===== config.mk =====
export PLATFORM = sky130hd
export DESIGN_NAME = ysyx_22040750_axi_wr_arbiter
export DESIGN_NICKNAME = d
export VERILOG_FILES = /design/src/rtl/ysyx_22040750_axi_wr_arbiter_pkg.sv /design/src/rtl/ysyx_22040750_rr_arb2.sv /design/src/rtl/ysyx_22040750_axi_wr_arbiter.sv
export SDC_FILE = /design/constraint.sdc
export NUM_CORES = 1
export LEC_CHECK = 0
export ABC_AREA = 1
export BUFFER_PORTS_ARGS = -buffer_cell sky130_fd_sc_hd__buf_2
export CAP_MARGIN = 20
export CORE_AREA = 2 2 148 150
export DETAILED_ROUTE_END_ITERATION = 12
export DIE_AREA = 0 0 150 152
export PLACE_DENSITY = 0.48
export SKIP_LAST_GASP = 1
export SYNTH_ARGS = -nofsm -noshare
export SYNTH_HDL_FRONTEND = slang
export SYNTH_SLANG_ARGS = --single-unit

===== constraint.sdc =====
create_clock -name I_clk -period 2.1 [get_ports I_clk]
set_input_delay 0.315 -clock I_clk [delete_from_list [all_inputs] [get_ports I_clk]]
set_output_delay 0.315 -clock I_clk [all_outputs]
set_load 0.05 [all_outputs]

===== src/rtl/ysyx_22040750_axi_wr_arbiter_pkg.sv =====
// Shared definitions for the AXI write arbiter and the 2-way round-robin arbiter.
package ysyx_22040750_axi_defs;

  // Arbiter FSM states: idle, or write port locked to channel 0 / channel 1.
  typedef enum logic [1:0] {
    IDLE = 2'd0,
    GNT0 = 2'd1,
    GNT1 = 2'd2
  } arb_state_t;

  // Channel IDs, also the encoding of the round-robin priority register.
  localparam logic CH0 = 1'b0;
  localparam logic CH1 = 1'b1;

  // AXI burst types.
  localparam logic [1:0] BURST_FIXED = 2'b00;
  localparam logic [1:0] BURST_INCR  = 2'b01;
  localparam logic [1:0] BURST_WRAP  = 2'b10;

  // AXI write response codes.
  localparam logic [1:0] RESP_OKAY   = 2'b00;
  localparam logic [1:0] RESP_EXOKAY = 2'b01;
  localparam logic [1:0] RESP_SLVERR = 2'b10;
  localparam logic [1:0] RESP_DECERR = 2'b11;

endpackage


===== src/rtl/ysyx_22040750_rr_arb2.sv =====
// Two-request round-robin arbiter. Grants are combinational from the requests and
// the priority register; priority flips only when a contested arbitration is taken.
module ysyx_22040750_rr_arb2
  import ysyx_22040750_axi_defs::*;
(
  input  logic clk,
  input  logic srst,
  input  logic req0,
  input  logic req1,
  input  logic advance,
  output logic grant0,
  output logic grant1
);

  logic prio_reg;

  // A lone request always wins; on a tie the priority register decides.
  assign grant0 = req0 & (~req1 | (prio_reg == CH0));
  assign grant1 = req1 & (~req0 | (prio_reg == CH1));

  // Hand priority to the loser whenever both competed and the grant was consumed.
  always_ff @(posedge clk) begin
    if (srst) begin
      prio_reg <= CH0;
    end else if (advance && req0 && req1) begin
      prio_reg <= ~prio_reg;
    end
  end

endmodule


===== src/rtl/ysyx_22040750_axi_wr_arbiter.sv =====
// Shares one AXI4 write port between the D-cache writeback path (ch0) and the
// uncached/MMIO store path (ch1). A grant holds for AW + full W burst + B.
module ysyx_22040750_axi_wr_arbiter
  import ysyx_22040750_axi_defs::*;
#(
  parameter int ADDR_W = 32,
  parameter int DATA_W = 64
) (
  input  logic                  I_clk,
  input  logic                  I_rst,
  // bus side
  output logic [ADDR_W-1:0]     O_axi_awaddr,
  output logic [7:0]            O_axi_awlen,
  output logic [2:0]            O_axi_awsize,
  output logic [1:0]            O_axi_awburst,
  output logic                  O_axi_awvalid,
  input  logic                  I_axi_awready,
  output logic [DATA_W-1:0]     O_axi_wdata,
  output logic [DATA_W/8-1:0]   O_axi_wstrb,
  output logic                  O_axi_wlast,
  output logic                  O_axi_wvalid,
  input  logic                  I_axi_wready,
  input  logic                  I_axi_bvalid,
  input  logic [1:0]            I_axi_bresp,
  output logic                  O_axi_bready,
  // master 0
  input  logic [ADDR_W-1:0]     I_ch0_awaddr,
  input  logic [7:0]            I_ch0_awlen,
  input  logic [2:0]            I_ch0_awsize,
  input  logic [1:0]            I_ch0_awburst,
  input  logic                  I_ch0_awvalid,
  output logic                  O_ch0_awready,
  input  logic [DATA_W-1:0]     I_ch0_wdata,
  input  logic [DATA_W/8-1:0]   I_ch0_wstrb,
  input  logic                  I_ch0_wlast,
  input  logic                  I_ch0_wvalid,
  output logic                  O_ch0_wready,
  output logic                  O_ch0_bvalid,
  output logic [1:0]            O_ch0_bresp,
  input  logic                  I_ch0_bready,
  // master 1
  input  logic [ADDR_W-1:0]     I_ch1_awaddr,
  input  logic [7:0]            I_ch1_awlen,
  input  logic [2:0]            I_ch1_awsize,
  input  logic [1:0]            I_ch1_awburst,
  input  logic                  I_ch1_awvalid,
  output logic                  O_ch1_awready,
  input  logic [DATA_W-1:0]     I_ch1_wdata,
  input  logic [DATA_W/8-1:0]   I_ch1_wstrb,
  input  logic                  I_ch1_wlast,
  input  logic                  I_ch1_wvalid,
  output logic                  O_ch1_wready,
  output logic                  O_ch1_bvalid,
  output logic [1:0]            O_ch1_bresp,
  input  logic                  I_ch1_bready
);

  arb_state_t state_reg;
  logic       aw_done_reg;
  logic       w_done_reg;
  logic       grant0;
  logic       grant1;
  logic       gnt0;
  logic       gnt1;
  logic       both_done;
  logic       aw_hs;
  logic       w_last_hs;
  logic       b_hs;

  // Only AW valid counts as a request; a W beat without AW never wins the port.
  ysyx_22040750_rr_arb2 u_arb (
    .clk     (I_clk),
    .srst    (I_rst),
    .req0    (I_ch0_awvalid),
    .req1    (I_ch1_awvalid),
    .advance (state_reg == IDLE),
    .grant0  (grant0),
    .grant1  (grant1)
  );

  // Reset forces every output low immediately, not just from the next cycle.
  assign gnt0      = (state_reg == GNT0) & ~I_rst;
  assign gnt1      = (state_reg == GNT1) & ~I_rst;
  assign both_done = aw_done_reg & w_done_reg;

  assign aw_hs     = O_axi_awvalid & I_axi_awready;
  assign w_last_hs = O_axi_wvalid & I_axi_wready & O_axi_wlast;
  assign b_hs      = I_axi_bvalid & O_axi_bready;

  // Pass-through of the granted channel; B is held off until AW and last W are both done.
  always_comb begin
    O_axi_awaddr  = '0;
    O_axi_awlen   = '0;
    O_axi_awsize  = '0;
    O_axi_awburst = '0;
    O_axi_awvalid = 1'b0;
    O_axi_wdata   = '0;
    O_axi_wstrb   = '0;
    O_axi_wlast   = 1'b0;
    O_axi_wvalid  = 1'b0;
    O_axi_bready  = 1'b0;
    O_ch0_awready = 1'b0;
    O_ch0_wready  = 1'b0;
    O_ch0_bvalid  = 1'b0;
    O_ch0_bresp   = '0;
    O_ch1_awready = 1'b0;
    O_ch1_wready  = 1'b0;
    O_ch1_bvalid  = 1'b0;
    O_ch1_bresp   = '0;
    if (gnt0) begin
      O_axi_awaddr  = I_ch0_awaddr;
      O_axi_awlen   = I_ch0_awlen;
      O_axi_awsize  = I_ch0_awsize;
      O_axi_awburst = I_ch0_awburst;
      O_axi_awvalid = I_ch0_awvalid & ~aw_done_reg;
      O_ch0_awready = I_axi_awready & ~aw_done_reg;
      O_axi_wdata   = I_ch0_wdata;
      O_axi_wstrb   = I_ch0_wstrb;
      O_axi_wlast   = I_ch0_wlast;
      O_axi_wvalid  = I_ch0_wvalid & ~w_done_reg;
      O_ch0_wready  = I_axi_wready & ~w_done_reg;
      O_axi_bready  = I_ch0_bready & both_done;
      O_ch0_bvalid  = I_axi_bvalid & both_done;
      O_ch0_bresp   = both_done ? I_axi_bresp : 2'b00;
    end else if (gnt1) begin
      O_axi_awaddr  = I_ch1_awaddr;
      O_axi_awlen   = I_ch1_awlen;
      O_axi_awsize  = I_ch1_awsize;
      O_axi_awburst = I_ch1_awburst;
      O_axi_awvalid = I_ch1_awvalid & ~aw_done_reg;
      O_ch1_awready = I_axi_awready & ~aw_done_reg;
      O_axi_wdata   = I_ch1_wdata;
      O_axi_wstrb   = I_ch1_wstrb;
      O_axi_wlast   = I_ch1_wlast;
      O_axi_wvalid  = I_ch1_wvalid & ~w_done_reg;
      O_ch1_wready  = I_axi_wready & ~w_done_reg;
      O_axi_bready  = I_ch1_bready & both_done;
      O_ch1_bvalid  = I_axi_bvalid & both_done;
      O_ch1_bresp   = both_done ? I_axi_bresp : 2'b00;
    end
  end

  // Grant FSM plus per-transaction progress flags; B handshake releases the port.
  always_ff @(posedge I_clk) begin
    if (I_rst) begin
      state_reg   <= IDLE;
      aw_done_reg <= 1'b0;
      w_done_reg  <= 1'b0;
    end else begin
      case (state_reg)
        IDLE: begin
          if (grant0) begin
            state_reg <= GNT0;
          end else if (grant1) begin
            state_reg <= GNT1;
          end
        end
        GNT0, GNT1: begin
          if (b_hs) begin
            state_reg   <= IDLE;
            aw_done_reg <= 1'b0;
            w_done_reg  <= 1'b0;
          end else begin
            if (aw_hs) begin
              aw_done_reg <= 1'b1;
            end
            if (w_last_hs) begin
              w_done_reg <= 1'b1;
            end
          end
        end
        default: begin
          state_reg <= IDLE;
        end
      endcase
    end
  end

endmodule


* Word level (Yosys, flattened, before mapping)
Index checks and enable logic that the tools add are counted.
** Storage, ports and cells
- Bits in registers :: 5
- Input port bits :: 249
- Output and inout bits :: 131
- Logic and storage cells :: 84
** Operators by class
- Equal/unequal tests :: 4
- Mux-type cells :: 41
- Bitwise logic cells :: 26
- Reductions and logical operators :: 9
** Operator list (count)
- $mux W64 :: 2
- $mux W32 :: 2
- $mux W8 :: 4
- $mux W1 :: 21
- $and A1 B1 Y1 :: 18
- $mux W2 :: 9
- $mux W3 :: 2
- $not A1 Y1 :: 6
- $reduce_and A2 Y1 :: 3
- $pmux W2 S2 :: 1
- $reduce_bool A2 Y1 :: 2
- $ne A3 B3 Y1 const B :: 1
- $eq A2 B1 Y1 const B :: 1
- $eq A2 B2 Y1 const B :: 1
- $logic_and A1 B1 Y1 :: 2
- $logic_not A2 Y1 :: 1
- $ne A2 B2 Y1 const B :: 1
- $or A1 B1 Y1 :: 2
- $reduce_or A2 Y1 :: 1

* Longest topological paths before layout
- Depth in word-level cells :: 8
- Gate-level depth with buffers :: 10
- Gate-level depth less buffers :: 9

* Cells and area by module
From an unflattened synthesis, not the netlist that was laid out.
** Unflattened totals
- Cells, all modules :: 219
- Area, all modules :: 1789.2 µm²
** Modules (own cells, without submodules)
- ysyx_22040750_axi_wr_arbiter :: times used 1, cells each 210, area an instance 1725.4 µm², sequential area each 80.1 µm²
- ysyx_22040750_rr_arb2 :: times used 1, cells each 9, area an instance 63.8 µm², sequential area each 20.0 µm²

* Worst setup path after synthesis
No wires, ideal clock.
- Path type :: register to output
- Start :: reg state_reg[1]
- End :: out O_axi_wvalid
- Arrival time :: 1807 ps
- Required time :: 1785 ps
- Path slack :: -22 ps
- Stages on the path, launching flop included :: 9
- Path buffers :: 1
- Path through :: dfxtp_1 inv_1 ha_1 inv_2 nand3_4 inv_4 buf_6 nand2_2 a21oi_1
** On the way
- Longest elaborated chain between the ends :: 4
- Elaborated cells between the ends (all ways) :: 6
- Classes of those cells :: eq/ne (2); mux (2); bitwise (2)
** Ends and longest elaborated chain
- start, declared :: RTL line ysyx_22040750_axi_wr_arbiter.sv:58 : arb_state_t state_reg;
- start signal, assigned :: RTL line ysyx_22040750_axi_wr_arbiter.sv:146 : state_reg <= IDLE;
- start signal, assigned :: RTL line ysyx_22040750_axi_wr_arbiter.sv:153 : state_reg <= GNT0;
- start signal, assigned :: RTL line ysyx_22040750_axi_wr_arbiter.sv:155 : state_reg <= GNT1;
- $eq A2 B2 Y1 :: RTL line ysyx_22040750_axi_wr_arbiter.sv:83 : assign gnt1 = (state_reg == GNT1) & ~I_rst;
- $and A1 B1 Y1 :: RTL line ysyx_22040750_axi_wr_arbiter.sv:83
- $mux W1 :: RTL line ysyx_22040750_axi_wr_arbiter.sv:125 : end else if (gnt1) begin
- $mux W1 * :: RTL line ysyx_22040750_axi_wr_arbiter.sv:110 : if (gnt0) begin
- end, declared :: RTL line ysyx_22040750_axi_wr_arbiter.sv:21 : output logic O_axi_wvalid,
Every way passes the cells marked *; elsewhere a longest branch is shown, timed or not.

* Worst setup path in the final report
- Start :: reg state_reg[1]
- End :: out O_axi_awaddr[17]
** On the way
- Longest elaborated chain between the ends :: 4
- Elaborated cells between the ends (all ways) :: 6
- Classes of those cells :: eq/ne (2); mux (2); bitwise (2)
** Ends and longest elaborated chain
- $eq A2 B2 Y1 :: RTL line ysyx_22040750_axi_wr_arbiter.sv:83
- $and A1 B1 Y1 :: RTL line ysyx_22040750_axi_wr_arbiter.sv:83
- $mux W32 :: RTL line ysyx_22040750_axi_wr_arbiter.sv:125
- $mux W32 * :: RTL line ysyx_22040750_axi_wr_arbiter.sv:110
- end, declared :: RTL line ysyx_22040750_axi_wr_arbiter.sv:12 : output logic [ADDR_W-1:0] O_axi_awaddr,
Marks and branches as above.

==> impl_metrics.py <==
metrics = {
    "outcome": {
        "outcome": "finished, final reports clean",
    },
    "min_path": {
        "holdPathStages": 3,
        "holdPathEnd": "aw_done_reg$_SDFFE_PP0P_",
        "min-delay-start": "I_axi_awready",
        "hold_path_class": "input pin to flop",
    },
    "route": {
        "wire_per_inst_um": 16.94,
        "vias": 3378,
        "drcViolationCount": 0,
        "via_per_inst": 3.896,
        "ant_nets": 0,
        "first_pass_iters": 4,
        "wl_um": 14690,
        "dr.first_iter.drc_count": 218,
    },
    "placed_design": {
        "dp_slack_ns": 0.02931,
        "dpl.hpwl_um": 10930,
        "place.port_buffers": 379,
        "dp.cells": 856,
        "place.gp.congestion": 0.8073,
    },
    "finish": {
        "nets": 840,
        "layout_commonest_cell": "buf_2",
        "fin_util_pct": 22.55,
        "layout-drive-gt1-share_pct": 71.55,
        "antenna_cells": 0,
        "final_cell_mix": "buf_2 (264), a22o_1 (105), buf_4 (76)",
        "largest_reg_flops": 2,
        "area_delta_synth_final_pct": 168.9,
        "fin_cells": 867,
    },
    "global_route": {
        "grt_overflow": 0,
        "grt_pass1_vias": 3049,
        "antenna_found_initial": 1,
        "grt_pass1_wl_um": 18610,
        "grt_max_degree": 61,
        "grt_util_all_layers_pct": 10.49,
    },
    "critical_path": {
        "cp.required_ns": 1.78,
        "reg2reg_setup_slack_ns": 0.55,
        "cp.arrival_ns": 1.76,
        "worst_setup_path_start_kind": "flop",
        "worst_path_max_delay_cell": "dfxtp_1",
        "cp_top_family": "buffers and inverters",
        "path_class": "flop to primary output",
        "worst-r2r-cell-count": 9,
        "cp-end-kind": "primary output",
        "cp.buffers_inverters": 4,
        "crit_path_max_incr_delay_ns": 0.34,
        "r2r_end": "w_done_reg$_SDFFE_PP0P_",
        "path_cells": "inv_1, ha_4, nand2_4, inv_8, clkbuf_16, a22o_1, buf_4",
        "reg2reg_from": "state_reg[1]$_SDFFE_PP0P_",
        "crit_fanout": 29,
    },
    "sta": {
        "holdWs_ns": 0.3733,
        "setup_ws_ns": 0.02682,
        "tightest_slew_ns": 0.2935,
        "setup_tns_ns": 0,
        "fmax_ghz": 0.4824,
        "setup_viol": 0,
        "rsz0062_at_grt": "yes",
        "finalMaxSlewViolations": 0,
        "relSlewSlack_pct": 80.23,
        "post-route-period-util_pct": 98.72,
        "period_minus_slack_ns": 2.073,
        "final_hold_viol_count": 0,
        "skew_ns": 0.001358,
    },
    "pwr": {
        "vdd_ir_drop_max_mv": 0.2949,
        "leakage_nw": 2.600,
        "power_density_mw_per_mm2": 867.8,
    },
    "floorplanning": {
        "die_y_um": 152,
        "dieArea_mm2": 0.02280,
        "core-area_mm2": 0.02135,
        "fp.dieW_um": 150,
        "initial_core_util_pct": 8.386,
        "rows": 54,
        "io_pins": 380,
    },
    "yosys": {
        "ys_seq_area_share_pct": 5.590,
        "ys_ff_latch": 5,
        "avgSynthCellArea_um2": 8.176,
        "syn-cell-area_mm2": 0.001790,
        "ys_types": 20,
        "ys_warn_count": 0,
        "synthCells": 219,
        "synth_nets": 471,
    },
    "clock_tree": {
        "h-tree-depth": 1,
        "cts_root_buf": "clkbuf_16",
        "cts_buffers": 3,
        "clk_pin_slew_worst_paths_ns": 0.03,
        "cts_buffer_depth": 2,
        "cts.sinks": 5,
        "insertion_delay_ns": 0.22,
        "cts_tree": "built",
    },
    "flow_run": {
        "max_cap_viol_count": 0,
    },
}
synth_stat cells (all sizes together):
library cell	instances	share of area [%]
nor2	13	2.7
a22o	117	57
nand3	7	2.7
buf	25	16
nand2	18	4.8
o22ai	1	0.35
ha	3	2.1
clkbuf	1	0.77
and3	1	0.35
o21ai	3	0.84
a21oi	7	2.0
nand4	2	0.70
dfxtp	5	5.6
inv	16	3.8
logic make-up (layout without fill, tap and decap cells):
logic type / count (synthesis) / in the layout / synth area share [%]
fa+ha+maj: 3 / 3 / 2.097
buf+inv: 42 / 410 / 20.75
compound gates: 128 / 128 / 60.38
simple gates: 41 / 41 / 11.18
flops: 5 / 5 / 5.591
cell type report:
cell class | instances | area (um2)
fill | 2351 | 16540
timing repair buffer | 390 | 2743
multi-input combinational | 172 | 1456
tap | 280 | 350.3
sequential | 5 | 103.9
inverter | 16 | 82.58
clock buffer | 4 | 78.83
power breakdown:
part           total (W)  internal (W)  switching (W)
logic            0.00374       0.00139        0.00235
clock network   0.000308      0.000251      0.0000573
registers       0.000134      0.000117      0.0000166
worst min-delay path, cell delays in order:
cell     delay [ns]
buf_2          0.10
nand3_1        0.07
a21oi_1        0.06
how the worst max path moves through the flow:
stage	from	endpoint	slack (ns)	depth (start not counted)
global route	state_reg[1]$_SDFFE_PP0P_	O_axi_awaddr[17]	-0.04	7
finish	state_reg[1]$_SDFFE_PP0P_	O_axi_awaddr[17]	0.03	7
CTS	state_reg[1]$_SDFFE_PP0P_	O_axi_awlen[6]	-0.06	8
detailed placement	state_reg[1]$_SDFFE_PP0P_	O_axi_awlen[6]	0.03	8
global placement	state_reg[1]$_SDFFE_PP0P_	O_axi_awlen[6]	0.05	8
floorplan	state_reg[1]$_SDFFE_PP0P_	O_axi_awvalid	0.15	7
metal layers:
metal | track usage (%) | vias to the layer above | routed length, um
met1 | 13.92 | 1560 | 6193
met4 | 0.7188 | 0 | 68
li1 | - | 1615 | -
met5 | 0 | - | 0
met2 | 18.00 | 201 | 7035
met3 | 2.432 | 2 | 1392
repair_timing:
action / in CTS / in global routing
resized for setup: 112 / 31
pin swaps: 1 / 1
hold buffers: 0 / 0
setup endpoints to repair: 119 / 120
gates cloned: 2 / 4
setup buffers: 1 / 0
per-stage QoR:
stage,total power [W],instance area (um2)
after floorplan,0.002451,1794
after detailed placement,0.003358,4088
after global routing,0.004364,4815
final,0.004178,4815
after global placement,0.003363,4088
after CTS,0.004011,4569
Power figures use the tool's default switching activity.
